--- src/rtl/tt_um_serial_sub.sv ---
// Bit-serial subtractor (A - B), operands LSB-first, one bit pair per accepted beat.
// Optional signed overflow flag on uo_out[6] when SERIAL_SUB_SIGNED_EN is defined.
module tt_um_serial_sub #(
    parameter int WIDTH = 8
) (
    input  logic       clk,
    input  logic       rst_n,
    input  logic       ena,
    input  logic [7:0] ui_in,
    output logic [7:0] uo_out,
    input  logic [7:0] uio_in,
    output logic [7:0] uio_out,
    output logic [7:0] uio_oe
);
    localparam int CW = $clog2(WIDTH + 1);

    typedef enum logic {S_IDLE, S_RUN} state_t;

    state_t         state_q, state_d;
    logic           borrow_q, borrow_d;
    logic [CW-1:0]  count_q, count_d;
    logic [WIDTH-1:0] result_q, result_d;
    logic           zero_trk_q, zero_trk_d;
    logic           zero_q, zero_d;
    logic           len_err_q, len_err_d;
    logic           borrow_out_q, borrow_out_d;
    logic           diff_q, diff_d;
    logic           out_valid_q, out_valid_d;
    logic           done_q, done_d;
    logic           sov;

    logic a, b, accept, last, bin, d, bout;

    assign a      = ui_in[0];
    assign b      = ui_in[1];
    assign accept = ui_in[2];
    assign last   = ui_in[3];
    assign bin    = (state_q == S_RUN) ? borrow_q : 1'b0;
    assign d      = a ^ b ^ bin;
    assign bout   = (~a & b) | (~(a ^ b) & bin);

    logic unused_inputs;
    assign unused_inputs = &{1'b0, ui_in[7:4], uio_in};

    always_ff @(posedge clk or negedge rst_n) begin
        if (!rst_n) begin
            state_q <= S_IDLE;
        end else if (ena) begin
            state_q <= state_d;
        end
    end

    always_comb begin
        state_d = state_q;
        if (accept) begin
            state_d = last ? S_IDLE : S_RUN;
        end
    end

    // Datapath and frame flags; registers only advance while ena is high.
    always_comb begin
        borrow_d     = borrow_q;
        count_d      = count_q;
        result_d     = result_q;
        zero_trk_d   = zero_trk_q;
        zero_d       = zero_q;
        len_err_d    = len_err_q;
        borrow_out_d = borrow_out_q;
        diff_d       = diff_q;
        out_valid_d  = 1'b0;
        done_d       = 1'b0;
        if (accept) begin
            diff_d      = d;
            out_valid_d = 1'b1;
            done_d      = last;
            borrow_d    = last ? 1'b0 : bout;
            if (state_q == S_IDLE) begin
                result_d     = '0;
                result_d[0]  = d;
                zero_trk_d   = ~d;
                zero_d       = 1'b0;
                len_err_d    = 1'b0;
                borrow_out_d = 1'b0;
                count_d      = CW'(1);
            end else if (count_q < CW'(WIDTH)) begin
                for (int i = 0; i < WIDTH; i++) begin
                    if (count_q == CW'(i)) result_d[i] = d;
                end
                zero_trk_d = zero_trk_q & ~d;
                count_d    = count_q + CW'(1);
            end else begin
                len_err_d = 1'b1;
            end
            if (last) begin
                borrow_out_d = bout;
                zero_d       = zero_trk_d;
            end
        end
    end

    always_ff @(posedge clk or negedge rst_n) begin
        if (!rst_n) begin
            borrow_q     <= 1'b0;
            count_q      <= '0;
            result_q     <= '0;
            zero_trk_q   <= 1'b0;
            zero_q       <= 1'b0;
            len_err_q    <= 1'b0;
            borrow_out_q <= 1'b0;
            diff_q       <= 1'b0;
            out_valid_q  <= 1'b0;
            done_q       <= 1'b0;
        end else if (ena) begin
            borrow_q     <= borrow_d;
            count_q      <= count_d;
            result_q     <= result_d;
            zero_trk_q   <= zero_trk_d;
            zero_q       <= zero_d;
            len_err_q    <= len_err_d;
            borrow_out_q <= borrow_out_d;
            diff_q       <= diff_d;
            out_valid_q  <= out_valid_d;
            done_q       <= done_d;
        end
    end

`ifdef SERIAL_SUB_SIGNED_EN
    // Overflow is derived from the last beat's bits, valid only once the frame completes.
    logic last_a_q, last_a_d, last_b_q, last_b_d, last_d_q, last_d_d;
    logic sov_flag_q, sov_flag_d;

    always_comb begin
        last_a_d   = accept ? a : last_a_q;
        last_b_d   = accept ? b : last_b_q;
        last_d_d   = accept ? d : last_d_q;
        sov_flag_d = accept ? last : sov_flag_q;
    end

    always_ff @(posedge clk or negedge rst_n) begin
        if (!rst_n) begin
            last_a_q   <= 1'b0;
            last_b_q   <= 1'b0;
            last_d_q   <= 1'b0;
            sov_flag_q <= 1'b0;
        end else if (ena) begin
            last_a_q   <= last_a_d;
            last_b_q   <= last_b_d;
            last_d_q   <= last_d_d;
            sov_flag_q <= sov_flag_d;
        end
    end

    assign sov = sov_flag_q & (last_a_q ^ last_b_q) & (last_a_q ^ last_d_q);
`else
    assign sov = 1'b0;
`endif

    always_comb begin
        uo_out  = {1'b0, sov, len_err_q, zero_q, done_q, out_valid_q, borrow_out_q, diff_q};
        uio_out = 8'(result_q);
        uio_oe  = 8'hFF;
    end
endmodule

--- config.mk ---
export PLATFORM = sky130hd
export DESIGN_NAME = tt_um_serial_sub
export DESIGN_NICKNAME = d
export VERILOG_FILES = /design/src/rtl/tt_um_serial_sub.sv
export SDC_FILE = /design/constraint.sdc
export NUM_CORES = 1
export LEC_CHECK = 0
export ABC_AREA = 1
export CAP_MARGIN = 20
export CORE_MARGIN = 5
export CORE_UTILIZATION = 45
export DETAILED_ROUTE_END_ITERATION = 10
export PLACE_DENSITY_LB_ADDON = 0.1
export SLEW_MARGIN = 20
export SYNTH_ARGS = -nofsm -noshare
export SYNTH_HDL_FRONTEND = slang
export SYNTH_SLANG_ARGS = --single-unit
--- constraint.sdc ---
create_clock -name clk -period 1.7 [get_ports clk]
set_input_delay 0.51 -clock clk [delete_from_list [all_inputs] [get_ports clk]]
set_output_delay 0.51 -clock clk [all_outputs]
set_load 0.005 [all_outputs]
==> impl_metrics.yaml <==
outcome:
  outcome: "completed"
pwr:
  power_mw: 1.65
  max-vdd-ir-drop_uv: 603
  p_leak_nw: 1.00
  power-per-cell-area_nw_per_um2: 1050
grt:
  global_route_wire_length_before_repair_um: 3870
  grt_pass1_vias: 852
  groute.usage.overall_pct: 12.1
  globalRouteOverflowTotal: 0
  grt_start_max_net_pins: 22
  number_of_antenna_violations_at_the_first_check_in_global_routing: 0
flow_run:
  number_of_max_cap_violations: 0
logic_synthesis:
  syn-cell-area_um2: 1250
  dominantRegCellSynth: "dfrtp_1"
  postSynthRegisterBits: 21
  synth_most_common_cell: "nand2_1"
  synth_simple_gate_area_share_pct: 28.0
  cell_count_after_synthesis: 155
  synth_unique_cells: 19
  synth.avg_cell_area_um2: 8.04
  synth-adder-area-share_pct: 5.62
  seq_area_frac_synth_pct: 42.2
  synth_compound_area_share_pct: 6.02
  synth_area_leader_cell: "dfrtp_1"
  synthTopCellsByCount: "nand2_1, dfrtp_1, inv_1"
  largest_family_of_logic_cells_by_synthesized_area: "simple AND/OR/NAND/NOR gates"
  synth_xor_area_share_pct: 0
  synth_top_cells_by_area: "dfrtp_1, nand2_1, buf_4"
  post_synthesis_mux_area_share_pct: 0
  synth-edff-count: 0
  synth_warnings: 0
  synth_top_area_share_pct: 42.2
  async_flop_share_pct: 100
die:
  starting_density_of_the_core_pct: 46.0
  core-area_um2: 2710
  io_pins: 43
  die_height_um: 62.6
  fp-row-count: 19
  die_ar_um2: 3920
  floorplan.die.width_um: 62.6
worst_setup_path:
  path_class: "reg -> out"
  crit-reg2reg-launch: "state_q$_DFFE_PN0P_"
  timing.critical_path.required_ns: 1.19
  cp.arrival_ns: 0.98
  critical_path.cell_chain: "dlygate4sd2_1"
  worst_path_max_delay_cell: "dfrtp_1"
  worst_setup_path_end_kind: "primary output"
  timing.critical_path.max_delay_family: "flip-flops"
  timing.critical_path.buf_inv: 1
  setup.worst_path.start_class: "flop"
  timing.critical_path.slowest_cell_delay_ns: 0.40
  timing.critical_path.fanout_max: 2
  cp_launch_point: "diff_q$_DFFE_PN0P_"
route:
  routed_wire_length_per_instance_um: 10.7
  firstDrtPassIters: 6
  wl_um: 2310
  final_antenna_net_count: 0
  detail_route.vias_per_cell: 4.50
  via_count: 967
  post-route-drc-count: 0
  drt_iter0_drc: 33
final_layout:
  finish.net_count: 209
  final_layout_size_suffix_gt1_share_pct: 16.8
  area_delta_synth_final_pct: 26.3
  fillerInstances: 268
  num_antenna_cells: 0
placement:
  gp_routability_congestion: 0.772
  place_hpwl_um: 1660
  port_buffers: 20
  placement.setup.worst_slack_ns: -0.392
timing:
  setup_ws_ns: 0.214
  setup_violations: 0
  final_period_minus_worst_setup_slack_ns: 1.49
  timing.final.max_slew_violations: 0
  achievable-frequency_mhz: 673
  hold_ws_ns: 0.491
  finalClockSkew_ns: 0.0134
  grt_setup_unrepaired: "false"
  hold_viol_final: 0
  post_route_fraction_of_the_period_consumed_by_the_critical_path_pct: 87.4
cts:
  worstSkewPairLatency_ns: 0.31
  ctsHtreeMaxLevel: 1
  numCtsBuffers: 3
  clkSinkCount: 21
  clock-root-buffer: "clkbuf_4"
  clk_pin_slew_ns: 0.13
  max-clock-path-buffers: 2
  cts_tree: "done"
hold_path:
  start_point_of_the_worst_hold_path: "zero_q$_DFFE_PN0P_"
  min_path_type: "reg -> reg"
## layout make-up
cell class                      count  area [um2]  area share, %
Multi-Input combinational cell    103         542           34.4
Sequential cell                    21         526           33.4
Timing Repair Buffer               35         358           22.7
Inverter                           21        80.1           5.09
Tap cell                           31        38.8           2.46
Clock buffer                        3        22.5           1.43
Clock inverter                      1        7.51          0.477
## cells in the final DEF, fill, tap and decap left out, types with 2 or more instances in the layout
master / instances
nand2_1: 52
dfrtp_1: 21
inv_1: 19
dlymetal6s2s_1: 13
buf_4: 13
nand3_1: 12
conb_1: 10
o21ai_0: 9
nor2_4: 6
ha_1: 4
clkdlybuf4s50_1: 4
clkbuf_4: 3
dlygate4sd2_1: 3
o21ai_1: 2
## report_power, final
| group | total (mW) | switching, mW | internal, mW |
|---|---|---|---|
| combinational | 0.697 | 0.342 | 0.355 |
| sequential | 0.700 | 0.0826 | 0.618 |
| clock | 0.251 | 0.162 | 0.0896 |
| total | 1.65 | 0.586 | 1.06 |
## path summary, 6_finish.rpt
check                                          end  slack, ns  cells past startpoint
min in group asynchronous  out_valid_q$_DFFE_PN0P_       0.53                      2
hold reg to reg                 zero_q$_DFFE_PN0P_       0.49                      2
max in group asynchronous   count_q[2]$_DFFE_PN0P_       0.94                      2
hold / removal                  zero_q$_DFFE_PN0P_       0.49                      2
setup / recovery                         uo_out[0]       0.21                      1
setup reg to reg            zero_trk_q$_DFFE_PN0P_       0.26                      6
## routing by layer
layer,up-vias,GRT usage (%),share of wire [%]
li1,505,-,-
met1,447,16.0,47
met2,13,18.5,48
met3,2,3.24,4.8
met4,0,4.77,0.69
met5,-,0,0
## kinds of logic after synthesis
group	count (synthesis)
simple gates	74
flops	21
other cells	2
compound gates	14
fa+ha+maj	5
buf+inv	39
## tightest hold or removal path, stage by stage, from the launching register on
cell     delay (ns)
dfrtp_1        0.36
nand2_1        0.05
nand2_1        0.06
## state kept, by name, summed over array words and instances, names as in the netlist
signal        count
len_err_q         1
uio_out           8
zero_q            1
out_valid_q       1
done_q            1
state_q           1
count_q           4
zero_trk_q        1
diff_q            1
borrow_out_q      1
borrow_q          1
## per-stage QoR
stage                     instances  area (um2)  TNS, ns  util [%]
final                           215        1570        0      58.1
after global routing            215        1570        0      58.1
after CTS                       209        1490        0      54.9
after detailed placement        202        1430    -3.89      52.9
after global placement          202        1430    -3.78      52.9
after floorplan                 163        1280        0         -
## repair_timing
item / in CTS / in global routing
hold buffers: 0 / 0
resized for setup: 5 / 17
pin swaps: 1 / 1
buffers inserted: 3 / 6
setup endpoints to repair: 11 / 15
Power figures use the tool's default switching activity.
